### src/rtl/kart_pkg.sv
// Shared kart motion definitions: command codes, H-bridge pin encodings and
// the motor driver FSM state type.
package kart_pkg;

  localparam logic [2:0] STOP      = 3'b000;
  localparam logic [2:0] FORWARD   = 3'b001;
  localparam logic [2:0] LEFT      = 3'b010;
  localparam logic [2:0] RIGHT     = 3'b011;
  localparam logic [2:0] BACKWARD  = 3'b101;
  localparam logic [2:0] BACKLEFT  = 3'b110;
  localparam logic [2:0] BACKRIGHT = 3'b111;

  localparam logic [1:0] PIN_FWD   = 2'b10;
  localparam logic [1:0] PIN_BACK  = 2'b01;
  localparam logic [1:0] PIN_COAST = 2'b00;

  typedef enum logic [1:0] {
    ST_RUN,
    ST_DRAIN,
    ST_DEAD
  } drv_state_e;

  function automatic logic [1:0] dir_pins(input logic dir);
    return dir ? PIN_BACK : PIN_FWD;
  endfunction

endpackage

### src/rtl/motor_cmd_driver_if.sv
// Tracker-to-motor bundle: motion command in, H-bridge pins/enables out.
interface motor_cmd_driver_if;
  import kart_pkg::*;

  logic [2:0] state;
  logic [1:0] left_motor;
  logic [1:0] right_motor;
  logic       left_pwm;
  logic       right_pwm;
  logic       reversing;

  modport master (
    output state,
    input  left_motor, right_motor, left_pwm, right_pwm, reversing
  );

  modport slave (
    input  state,
    output left_motor, right_motor, left_pwm, right_pwm, reversing
  );

endinterface

### src/rtl/motor_cmd_driver_duty_ramp.sv
// duty_ramp: one wheel's duty register, moved toward its target on each step pulse.
// SOFT_START_EN selects RAMP_STEP-limited steps; otherwise the duty jumps to target.
module duty_ramp
  import kart_pkg::*;
#(
  parameter int PWM_BITS  = 10,
  parameter int RAMP_STEP = 8
) (
  input  logic                clk,
  input  logic                reset,
  input  logic                step_i,
  input  logic                force_zero_i,
  input  logic [PWM_BITS-1:0] target_i,
  output logic [PWM_BITS-1:0] duty_o,
  output logic [PWM_BITS-1:0] duty_d_o
);

  // A step wider than any possible duty gap makes every move a direct jump.
`ifdef SOFT_START_EN
  localparam int unsigned STEP = RAMP_STEP;
`else
  localparam int unsigned STEP = RAMP_STEP + (1 << PWM_BITS);
`endif

  logic [PWM_BITS-1:0] duty_q, duty_d, toward;

  always_comb begin
    toward = target_i;
    if (duty_q < target_i) begin
      if (32'(target_i) - 32'(duty_q) > STEP) toward = duty_q + PWM_BITS'(STEP);
    end else if (32'(duty_q) - 32'(target_i) > STEP) begin
      toward = duty_q - PWM_BITS'(STEP);
    end
  end

  always_comb begin
    duty_d = duty_q;
    if (step_i) duty_d = force_zero_i ? '0 : toward;
  end

  always_ff @(posedge clk) begin
    if (reset) duty_q <= '0;
    else       duty_q <= duty_d;
  end

  assign duty_o   = duty_q;
  assign duty_d_o = duty_d;

endmodule

### src/rtl/motor_cmd_driver.sv
// Kart motor driver: turns tracker commands into H-bridge pins and PWM enables with
// duty ramping and a drain + dead-time reversal sequence (ramping under SOFT_START_EN).
module motor_cmd_driver
  import kart_pkg::*;
#(
  parameter int PWM_BITS     = 10,
  parameter int FAST_DUTY    = 800,
  parameter int SLOW_DUTY    = 400,
  parameter int RAMP_STEP    = 8,
  parameter int DEAD_PERIODS = 4
) (
  input  logic               clk,
  input  logic               reset,
  motor_cmd_driver_if.slave  bus
);

  localparam logic [PWM_BITS-1:0] FAST = PWM_BITS'(FAST_DUTY);
  localparam logic [PWM_BITS-1:0] SLOW = PWM_BITS'(SLOW_DUTY);
  localparam int DCW = (DEAD_PERIODS > 1) ? $clog2(DEAD_PERIODS) : 1;
  localparam logic [DCW-1:0] DEAD_LAST = DCW'(DEAD_PERIODS - 1);

  logic [PWM_BITS-1:0] cnt_q, cnt_d;
  drv_state_e          fsm_q;
  logic                cur_dir_q;
  logic [DCW-1:0]      dead_cnt_q;
  logic [1:0]          pins_q;
  logic                lpwm_q, rpwm_q, rev_q;

  logic                bnd, is_stop, req_dir, both_zero, seek, force_zero;
  logic [PWM_BITS-1:0] tgt_l, tgt_r, ramp_tgt_l, ramp_tgt_r;
  logic [PWM_BITS-1:0] duty_l_q, duty_r_q, duty_l_d, duty_r_d;

  assign cnt_d     = cnt_q + PWM_BITS'(1);
  assign bnd       = &cnt_q;
  assign is_stop   = bus.state[1:0] == STOP[1:0];
  assign req_dir   = bus.state[2];
  assign both_zero = (duty_l_q == '0) && (duty_r_q == '0);

  always_comb begin
    tgt_l = '0;
    tgt_r = '0;
    case (bus.state[1:0])
      FORWARD[1:0]: begin tgt_l = FAST; tgt_r = FAST; end
      LEFT[1:0]:    begin tgt_l = SLOW; tgt_r = FAST; end
      RIGHT[1:0]:   begin tgt_l = FAST; tgt_r = SLOW; end
      default:      begin tgt_l = '0;   tgt_r = '0;   end
    endcase
  end

  // Only a same-direction run command seeks a nonzero duty; DRAIN and a
  // pending reversal seek zero, while STOP and DEAD clear the duty outright.
  assign seek       = (fsm_q == ST_RUN) && !is_stop && (req_dir == cur_dir_q);
  assign force_zero = (fsm_q == ST_DEAD) || ((fsm_q == ST_RUN) && is_stop);
  assign ramp_tgt_l = seek ? tgt_l : '0;
  assign ramp_tgt_r = seek ? tgt_r : '0;

  duty_ramp #(.PWM_BITS(PWM_BITS), .RAMP_STEP(RAMP_STEP)) u_ramp_l (
    .clk(clk), .reset(reset), .step_i(bnd), .force_zero_i(force_zero),
    .target_i(ramp_tgt_l), .duty_o(duty_l_q), .duty_d_o(duty_l_d)
  );

  duty_ramp #(.PWM_BITS(PWM_BITS), .RAMP_STEP(RAMP_STEP)) u_ramp_r (
    .clk(clk), .reset(reset), .step_i(bnd), .force_zero_i(force_zero),
    .target_i(ramp_tgt_r), .duty_o(duty_r_q), .duty_d_o(duty_r_d)
  );

  // PWM compares against next-cycle count and duty so new settings land exactly at cnt == 0.
  always_ff @(posedge clk) begin
    if (reset) begin
      cnt_q      <= '0;
      fsm_q      <= ST_RUN;
      cur_dir_q  <= 1'b0;
      dead_cnt_q <= '0;
      pins_q     <= PIN_COAST;
      lpwm_q     <= 1'b0;
      rpwm_q     <= 1'b0;
      rev_q      <= 1'b0;
    end else begin
      cnt_q  <= cnt_d;
      lpwm_q <= cnt_d < duty_l_d;
      rpwm_q <= cnt_d < duty_r_d;
      if (bnd) begin
        case (fsm_q)
          ST_RUN: begin
            if (is_stop) begin
              pins_q <= PIN_COAST;
            end else if (req_dir == cur_dir_q) begin
              pins_q <= dir_pins(cur_dir_q);
            end else if (both_zero) begin
              fsm_q      <= ST_DEAD;
              dead_cnt_q <= '0;
              pins_q     <= PIN_COAST;
              rev_q      <= 1'b1;
            end else begin
              fsm_q  <= ST_DRAIN;
              pins_q <= dir_pins(cur_dir_q);
              rev_q  <= 1'b1;
            end
          end
          ST_DRAIN: begin
            if (both_zero) begin
              fsm_q      <= ST_DEAD;
              dead_cnt_q <= '0;
              pins_q     <= PIN_COAST;
            end
          end
          ST_DEAD: begin
            if (dead_cnt_q == DEAD_LAST) begin
              fsm_q     <= ST_RUN;
              cur_dir_q <= ~cur_dir_q;
              pins_q    <= dir_pins(~cur_dir_q);
              rev_q     <= 1'b0;
            end else begin
              dead_cnt_q <= dead_cnt_q + DCW'(1);
            end
          end
          default: fsm_q <= ST_RUN;
        endcase
      end
    end
  end

  assign bus.left_motor  = pins_q;
  assign bus.right_motor = pins_q;
  assign bus.left_pwm    = lpwm_q;
  assign bus.right_pwm   = rpwm_q;
  assign bus.reversing   = rev_q;

endmodule

### src/flat_wrapper.sv
// flat-port wrapper written by rule: the top's interface ports become plain ports
module motor_cmd_driver_flat import kart_pkg::*;
#(
  parameter int PWM_BITS     = 10,
  parameter int FAST_DUTY    = 800,
  parameter int SLOW_DUTY    = 400,
  parameter int RAMP_STEP    = 8,
  parameter int DEAD_PERIODS = 4
)
  (clk, reset, bus_state, bus_left_motor, bus_right_motor, bus_left_pwm, bus_right_pwm, bus_reversing);
  motor_cmd_driver_if bus_i ();
  input  logic clk;
  input  logic reset;
  input wire logic [$bits(bus_i.state)-1:0] bus_state;
  output wire logic [$bits(bus_i.left_motor)-1:0] bus_left_motor;
  output wire logic [$bits(bus_i.right_motor)-1:0] bus_right_motor;
  output wire logic [$bits(bus_i.left_pwm)-1:0] bus_left_pwm;
  output wire logic [$bits(bus_i.right_pwm)-1:0] bus_right_pwm;
  output wire logic [$bits(bus_i.reversing)-1:0] bus_reversing;
  assign bus_i.state = bus_state;
  assign bus_left_motor = bus_i.left_motor;
  assign bus_right_motor = bus_i.right_motor;
  assign bus_left_pwm = bus_i.left_pwm;
  assign bus_right_pwm = bus_i.right_pwm;
  assign bus_reversing = bus_i.reversing;
  motor_cmd_driver #(.PWM_BITS(PWM_BITS), .FAST_DUTY(FAST_DUTY), .SLOW_DUTY(SLOW_DUTY), .RAMP_STEP(RAMP_STEP), .DEAD_PERIODS(DEAD_PERIODS)) u_core (.clk(clk), .reset(reset), .bus(bus_i));
endmodule
### config.mk
export PLATFORM = sky130hd
export DESIGN_NAME = motor_cmd_driver_flat
export DESIGN_NICKNAME = d
export VERILOG_FILES = /design/src/rtl/kart_pkg.sv /design/src/rtl/motor_cmd_driver_if.sv /design/src/rtl/motor_cmd_driver_duty_ramp.sv /design/src/rtl/motor_cmd_driver.sv /design/src/flat_wrapper.sv
export SDC_FILE = /design/constraint.sdc
export NUM_CORES = 1
export LEC_CHECK = 0
export CORE_MARGIN = 3
export CORE_UTILIZATION = 33
export CTS_CLUSTER_SIZE = 20
export DETAILED_ROUTE_END_ITERATION = 10
export GPL_TIMING_DRIVEN = 0
export PLACE_DENSITY_LB_ADDON = 0.1
export SYNTH_ARGS = -nofsm -noshare
export SYNTH_HDL_FRONTEND = slang
export SYNTH_HIERARCHICAL = 1
export SYNTH_SLANG_ARGS = --single-unit
### constraint.sdc
create_clock -name clk -period 7.1 [get_ports clk]
set_clock_uncertainty 0.15 [all_clocks]
set_input_delay 1.42 -clock clk [delete_from_list [all_inputs] [get_ports clk]]
set_output_delay 1.42 -clock clk [all_outputs]
set_load 0.1 [all_outputs]
Word level (Yosys, flattened, before mapping)
Index checks and enable logic that the tools add are counted.

Add/subtract/negate cells: 10. Magnitude comparators: 8. Eq/ne operators: 12. Multiplexer cells: 37. Bitwise operators: 1. Reduce and logical (&&, ||, !) cells: 20.

Operators with widths (number): $gt 32x11->1 const B (4); $mux 10 (12); $sub 10x10->11 (4); $reduce_and 14->1 (3); $lt 10x10->1 (4); $pmux 10 s2 (2); $mux 2 (16); $add 10x4->10 const B (2); $logic_not 10->1 (2); $sub 10x4->10 const B (2); $pmux 2 s3 (3); $reduce_and 13->1 (1); $reduce_and 12->1 (1); $add 10x1->10 const B (1); $reduce_and 10->1 (1); $eq 2x2->1 const B (4); $ne 2x2->1 const B (4); $eq 2x1->1 const B (2); $logic_and 1x1->1 (4); $logic_not 2->1 (2); $reduce_or 2->1 (2); $mux 1 (3); $reduce_bool 3->1 (1); $add 2x1->2 const B (1); other kinds (7) (7).

Register bits after elaboration: 40. Output and inout bits: 7. Word-level logic and storage cells: 98.

Longest topological paths before layout
Gate-level depths: netlist of run 1.

Depth in word-level cells: 12. Gate-level depth with buffers: 20.

Hierarchy
The synthesis of run 1 kept the hierarchy.

By module, submodules not included: duty_ramp (times used 2, cells an instance 156, area each 1207.4 um2, seq. area each 200.2 um2); motor_cmd_driver (times used 1, cells an instance 208, area each 1695.4 um2, seq. area each 400.4 um2).

Worst setup path before layout of run 1
No wires, ideal clock.

Kind: input-to-reg. Start: input port bus_state[0]. End: register u_core.lpwm_q (netlist: u_core/bus.left_pwm). Arrival: 4.723 ns. Data required time: 6.833 ns. Slack: 2.109 ns. Stages: 18. Buffers on the path: 1. Cells stage by stage: inv_1 ha_1 and3b_1 and2_1 inv_1 ha_1 nor4_1 a21oi_1 or3_1 clkbuf_2 or4_1 o221ai_1 inv_1 ha_1 a21oi_1 o21ai_0 o2111ai_1 a32o_1.

Cells in the longest elaborated chain, start to end: 12. Elaborated cells between the ends (all ways): 23.

RTL lines: from (decl) (line flat_wrapper.sv:14) `input wire logic [$bits(bus_i.state)-1:0] bus_state;`; parallel branches: the longest is 4 deep, another holds $pmux 10 s2; $mux 10 (*) (line motor_cmd_driver.sv:54) `assign ramp_tgt_l = seek ? tgt_l : '0;`; named net u_core.ramp_tgt_l[8] (line motor_cmd_driver.sv:30) `logic [PWM_BITS-1:0] tgt_l, tgt_r, ramp_tgt_l, ramp_tgt_r;`; $sub 10x10->11, on equally long branches (line motor_cmd_driver_duty_ramp.sv:31, motor_cmd_driver_duty_ramp.sv:30); $gt 32x11->1, on equally long branches (line motor_cmd_driver_duty_ramp.sv:31, motor_cmd_driver_duty_ramp.sv:30); $mux 10, on equally long branches (line motor_cmd_driver_duty_ramp.sv:31, motor_cmd_driver_duty_ramp.sv:30); $mux 10 (*) (line motor_cmd_driver_duty_ramp.sv:29) `if (duty_q < target_i) begin`; $mux 10 (*) (2 in series) (line motor_cmd_driver_duty_ramp.sv:38) `if (step_i) duty_d = force_zero_i ? '0 : toward;`; named net u_core.duty_l_d[1] (line motor_cmd_driver.sv:31) `logic [PWM_BITS-1:0] duty_l_q, duty_r_q, duty_l_d, duty_r_d;`; $lt 10x10->1 (*) (line motor_cmd_driver.sv:80) `lpwm_q <= cnt_d < duty_l_d;`; to (signal assigned) (line motor_cmd_driver.sv:80); to (decl) (line motor_cmd_driver.sv:27) `logic lpwm_q, rpwm_q, rev_q;`.

Mark *: on every way through the listed nets, which the timed path passes. A chain may end at the register's enable or synchronous reset.

Final worst setup path of run 1
Same ends and word-level chain as after synthesis.

==> out/qor.yml, run 1 <==
outcome:
  status: "completed"
sta:
  finalCritPeriodShare: 0.8817
  maxSlewViolCount: 0
  hold_viol: 0
  rsz0062_at_grt: "no"
  setup_ws_ps: 840.1
  post-route-min-period_ps: 6260
  setup_tns_ps: 0
  relSlewSlack: 0.3490
  tightestPinTransition_ps: 973.4
  whs_ps: 345.4
  finalSetupViolations: 0
  max_freq_ghz: 0.1597
logic_synthesis:
  syn_area_mm2: 0.004110
  netlist-cell-type-count: 57
  seq_area_frac_synth: 0.1948
  yosys_most_used_dff: "dfxtp_1"
  yosysTopAreaCell: "ha_1"
  synth_area_per_cell_um2: 7.904
  synth-edff-count: 0
  yosysTopAreaCellShare: 0.2100
  async_flop_share: 0
  synthTopCellsByArea: "ha_1 (21%), dfxtp_1 (19%), inv_1 (5.9%)"
  synthCells: 520
  yosys_warnings: 6
  synth_seq_cells: 40
global_routing:
  grt_max_degree: 17
  overflow: 0
  track_usage: 0.1739
  grt_pass1_vias: 3789
  grt_pass1_wl_um: 19610
  antenna_found_initial: 0
clock_network:
  cts_setup_buffers: 0
  h-tree-depth: 2
  cts_hold_buf: 0
  cts-root-buf: "clkbuf_16"
  cts-resized-gates: 0
  clk_latency_ps: 300
  clk_transition_reported_paths_ps: 70
  cts_buffer_depth: 2
  cts_tree: "built"
  cts.sinks: 40
  cts_buffers: 5
cells_and_area:
  fin_nets: 643
  num_antenna_cells: 0
  n_fill_cell: 1312
  multi_input_area_mm2: 0.003030
  drive_gt1_frac: 0.07018
  fin_cells: 738
  fin_area_mm2: 0.004720
  ff_latch_area_um2: 800.8
  syn2layout_area_growth_pct: 14.83
worst_setup_path:
  worst-path-max-fanout: 10
  worstPathRequired_ps: 7130
  cp-start-kind: "primary input"
  worst_setup_path_end_kind: "register"
  worst-setup-path-type: "primary input to register"
  timing.rr.start: "u_core/fsm_q[0]"
  crit_arrival_ps: 6290
  crit_path_start: "bus_state[0]"
power:
  irDropWorstVdd_mv: 0.06882
  leakagePower_nw: 1.791
  powerDensity_mw_per_mm2: 133.2
placement:
  port_buffers: 11
  gp_congestion: 0.8580
  post-place-ws_ps: 537.1
  dp_cells: 730
  dpl-instance-area_mm2: 0.004547
  dp_hpwl_um: 9300
floorplan:
  core_mm2: 0.01211
  io_pins: 12
  die_area_mm2: 0.01383
  initial_core_util: 0.3394
  rows: 40
  die_h_um: 117.6
  die_x_um: 117.6
route:
  drt_first_iter_violations: 208
  drc: 0
  viasPerCell: 5.299
  via_count: 3911
  dr.pass1.iters: 5
  totalWireLength_um: 12060
  wl_per_cell_um: 16.35
  ant_nets: 0
hold_path:
  hold_start: "u_core/bus.reversing"
  hold_class: "register to register"
run:
  cap_violations: 0
## report_power, final
part	total, mW	switching (mW)	internal (mW)
clock	0.272	0.105	0.167
combinational	0.127	0.0869	0.0398
sequential	0.230	0.00229	0.227
## layout make-up
cell class,instances,share of cell area
sequential,40,0.1697
clock buffer,5,0.02651
multi-input combinational,422,0.6421
buffer,24,0.03208
clock inverter,3,0.01007
tap,168,0.04454
inverter,65,0.05170
timing repair buffer,11,0.02333
## cells in the mapped netlist, drive strengths merged, types with 8 or more instances
cell type / count
xnor2: 11
a32oi: 10
dfxtp: 40
o211ai: 9
nand4: 13
nor3: 26
o21ai: 11
nor2: 26
clkbuf: 13
o311ai: 8
nand3: 24
nor2b: 12
o31ai: 12
nand2: 40
ha: 69
inv: 65
buf: 11
a32o: 12
nor4: 9
and3: 11
a21oi: 16
## worst paths after layout
check	endpoint	slack [ps]	cells past startpoint
worst max-delay path	u_core/bus.left_pwm	840	20
worst min-delay path	u_core/bus.reversing	350	2
worst max register to register	u_core/bus.left_pwm	2170	19
worst min register to register	u_core/bus.reversing	350	2
## layout by cell type, fill, tap and decap left out, types with 3 or more instances in the layout
master / n
nand2b_1: 6
xnor2_1: 11
o21ai_0: 10
a211o_1: 4
buf_4: 5
a21oi_1: 16
o311ai_0: 8
a32o_1: 12
nor3_1: 25
o31ai_1: 12
or4_1: 3
conb_1: 32
nand3_1: 23
nor2b_1: 12
and2_1: 3
clkbuf_16: 5
buf_2: 4
clkdlybuf4s50_1: 11
ha_1: 69
and3_1: 10
a31o_2: 4
inv_1: 65
dfxtp_1: 40
o211ai_1: 7
xor2_1: 3
o21a_1: 5
o221ai_1: 6
nor2_1: 26
a31oi_1: 4
clkbuf_1: 9
o32ai_1: 4
a211oi_1: 6
nor4_1: 9
a32oi_1: 10
nand4_1: 12
nand2_1: 40
## kinds of logic (layout without fill, tap and decap cells)
logic type / after synthesis / in the layout / synth area share
simple gates: 189 / 189 / 0.2472
fa+ha+maj: 69 / 69 / 0.2100
compound gates: 118 / 118 / 0.2210
flops: 40 / 40 / 0.1948
buf+inv: 89 / 108 / 0.09620
xor+xnor: 14 / 14 / 0.02983
other cells: 1 / 32 / 0.0009124
## layer usage
metal,GRT usage,vias up,share of wire
li1,-,1963,-
met3,0.02931,8,0.042
met5,0,-,0
met2,0.2982,70,0.49
met4,0.03956,0,0.011
met1,0.2285,1870,0.46
## critical path, cell delays in order
cell             delay [ps]
clkdlybuf4s50_1         560
inv_1                    90
ha_1                    250
and3b_1                 530
and2_1                  430
inv_1                   110
ha_1                    220
nor4_1                  270
a21oi_1                 120
or3_1                   310
clkbuf_2                160
nor2_1                  600
o221ai_1                250
inv_1                   100
ha_1                    170
a211o_1                 140
a21oi_1                  40
o21ai_0                  80
o2111ai_1               140
a32o_1                  290
## per-stage QoR
step	utilization	power [mW]
2_1_floorplan	-	0.3235
3_3_place_gp	0.3754	0.3571
3_5_place_dp	0.3754	0.3588
4_1_cts	0.3897	0.6383
5_1_grt	0.3897	0.6584
6_report	0.3897	0.6286
## flip-flops by register name (all words and copies together) (netlist names)
| name | flops |
|---|---|
| u_core/cur_dir_q | 1 |
| u_core/cnt_q | 10 |
| u_core/u_ramp_l/duty_o | 10 |
| u_core/bus.left_motor | 2 |
| u_core/bus.left_pwm | 1 |
| u_core/dead_cnt_q | 2 |
| u_core/u_ramp_r/duty_o | 10 |
| u_core/fsm_q | 2 |
| u_core/bus.reversing | 1 |
| u_core/bus.right_pwm | 1 |
(Power assumes the default switching activity.)
==> inputs of run 2 (changes only) <==
--- a/config.mk
+++ b/config.mk
@@ -9,7 +9,7 @@
 export CORE_UTILIZATION = 33
 export CTS_CLUSTER_SIZE = 20
 export DETAILED_ROUTE_END_ITERATION = 10
-export GPL_TIMING_DRIVEN = 0
+export HOLD_SLACK_MARGIN = 0.12
 export PLACE_DENSITY_LB_ADDON = 0.1
 export SYNTH_ARGS = -nofsm -noshare
 export SYNTH_HDL_FRONTEND = slang
==> run 2 against run 1 <==
Against the previous run: global-route usage down 0.52 points; fmax grew 3.1%; clock-buffer cell count did not move; utilization fell by 1.0 points; die area is the same; sequential power about the same; largest cell class unchanged.
==> out/qor.yml, run 2 (synthesis results as in run 1) <==
global_routing:
  antenna_found_initial: 0  # unchanged
  grt_max_degree: 34  # +17
  overflow: 0  # unchanged
  track_usage: 0.1687  # -0.005200
  grt_pass1_vias: 3712  # -2.0%
  grt_pass1_wl_um: 19280  # -1.7%
floorplan:
  io_pins: 12  # unchanged
  rows: 40  # unchanged
  die_h_um: 117.6  # unchanged
  die_x_um: 117.6  # unchanged
  core_mm2: 0.01211  # unchanged
  initial_core_util: 0.3394  # unchanged
  die_area_mm2: 0.01383  # unchanged
power:
  leakagePower_nw: 1.729  # -3.5%
  powerDensity_mw_per_mm2: 128.1  # -3.8%
  power_uw: 588.4  # -6.4%
  irDropWorstVdd_mv: 0.1369  # +99%
hold_path:
  hold_start: "u_core/bus.reversing"
  hold_class: "register to register"
worst_setup_path:
  worst-setup-path-type: "primary input to register"
  worst_setup_path_end_kind: "register"
  crit_path_start: "bus_state[0]"
  cp-start-kind: "primary input"
  max_stage_delay_ps: 620  # +20 ps
  crit_arrival_ps: 6100  # -190 ps
  path_delay_family: "simple AND/OR/NAND/NOR gates"
  crit_buf_inv: 4  # -1
  slowest_stage: "nor2_1"
  path_cells: "clkdlybuf4s50_1, inv_1, ha_1, and3b_1, and2_1, inv_1, ha_1, nor4_1, a21oi_1, or3_1, nor2_1, o221ai_1, inv_1, ha_1, a211o_1, a21oi_1, o21ai_0, o2111ai_1, a32o_1"
  worstPathRequired_ps: 7130  # about the same
  worst-path-max-fanout: 10  # unchanged
  timing.rr.start: "u_core/fsm_q[0]"
cells_and_area:
  post-route-util: 0.3793  # -0.01033
  n_fill_cell: 1318  # +0.46%
  final_cell_mix: "ha_1 (69), inv_1 (65), nand2_1 (40), dfxtp_1 (40), conb_1 (32)"
  final_common_cell: "ha_1"
  drive_gt1_frac: 0.05978  # -0.01039
  num_antenna_cells: 0  # unchanged
  syn2layout_area_growth_pct: 11.78
  fin_cells: 720  # -2.4%
  fin_area_mm2: 0.004594  # -2.7%
  fin_nets: 625  # -2.8%
route:
  viasPerCell: 5.324  # +0.46%
  ant_nets: 0  # unchanged
  drc: 0  # unchanged
  dr.pass1.iters: 4  # -1
  drt_first_iter_violations: 219  # +5.3%
  totalWireLength_um: 11530  # -4.4%
  via_count: 3833  # -2.0%
  wl_per_cell_um: 16.01  # -2.0%
placement:
  dp_hpwl_um: 8665  # -6.8%
  dpl-instance-area_mm2: 0.004451  # -2.1%
  dp_cells: 712  # -2.5%
  port_buffers: 11  # unchanged
  gp_congestion: 0.8515  # -0.76%
clock_network:
  cts_hold_buf: 0  # unchanged
  cts_buffer_depth: 2  # unchanged
  cts_tree: "built"
  clk_transition_reported_paths_ps: 60  # about the same
  cts-root-buf: "clkbuf_16"
  cts-resized-gates: 0  # unchanged
  clk_latency_ps: 290  # about the same
  cts_buffers: 5  # unchanged
  h-tree-depth: 2  # unchanged
  cts.sinks: 40  # unchanged
  cts_setup_buffers: 0  # unchanged
sta:
  maxSlewViolCount: 0  # unchanged
  tightestPinTransition_ps: 971.9  # -1.490 ps
  finalSetupViolations: 0  # unchanged
  relSlewSlack: 0.3500  # +0.0009960
  rsz0062_at_grt: "no"
  max_freq_ghz: 0.1646  # +3.1%
  post-route-min-period_ps: 6074  # -186.1 ps
  finalCritPeriodShare: 0.8555  # -0.02620
  setup_tns_ps: 0  # unchanged
  hold_viol: 0  # unchanged
run:
  cap_violations: 0  # unchanged
outcome:
  status: "completed"
[run 2: changes by cell type in the layout (fill, tap and decap cells not counted), sizes merged]
| cell | previous run | this run |
|---|---|---|
| buf | 11 | 6 |
| bufinv | 1 | 0 |
| clkinv | 2 | 3 |
| clkbuf | 18 | 5 |
[run 2: cell type report]
cell class              count  area [um2]  share of cell area
inverters                  65       244.0             0.05310
clock inverters             3       18.77            0.004085
flip-flops and latches     40       800.8              0.1743
clock buffers               5       125.1             0.02723
well taps                 168       210.2             0.04575
repair buffers             17       155.1             0.03377
multi-input cells         422        3040              0.6618
[run 2: per-stage QoR]
| step | setup WS [ps] | hold slack [ps] |
|---|---|---|
| floorplan | 2109 | 302.4 |
| global route | 598.5 | 367.0 |
| finish | 1026 | 327.1 |
| CTS | 1077 | 334.4 |
| detailed placement | 784.6 | 320.6 |
| global placement | 990.2 | 315.1 |
[run 2: worst register-to-register path, delay by kind of cell (launching register included)]
kind / cells / cell delay (ps)
compound gates: 7 / 1030
fa+ha+maj: 3 / 660
buf+inv: 3 / 320
flops: 1 / 330
simple gates: 5 / 2080
[run 2: metal layers]
| layer | global-route usage | part of all wire | up-vias |
|---|---|---|---|
| met4 | 0.04762 | 0.019 | 0 |
| met5 | 0 | 0 | - |
| met3 | 0.02739 | 0.042 | 18 |
| li1 | - | - | 1935 |
| met2 | 0.2778 | 0.48 | 84 |
| met1 | 0.2281 | 0.46 | 1796 |
[run 2: path summary, 6_finish.rpt]
check        slack (ps)  cells past startpoint                    to
min reg2reg         330                      2  u_core/bus.reversing
max                1030                     19   u_core/bus.left_pwm
min                 330                      2  u_core/bus.reversing
max reg2reg        2410                     18   u_core/bus.left_pwm
[run 2: where the power goes]
part	internal [mW]	switching, mW
sequential	0.227	0.00248
clock	0.130	0.106
combinational	0.0384	0.0839
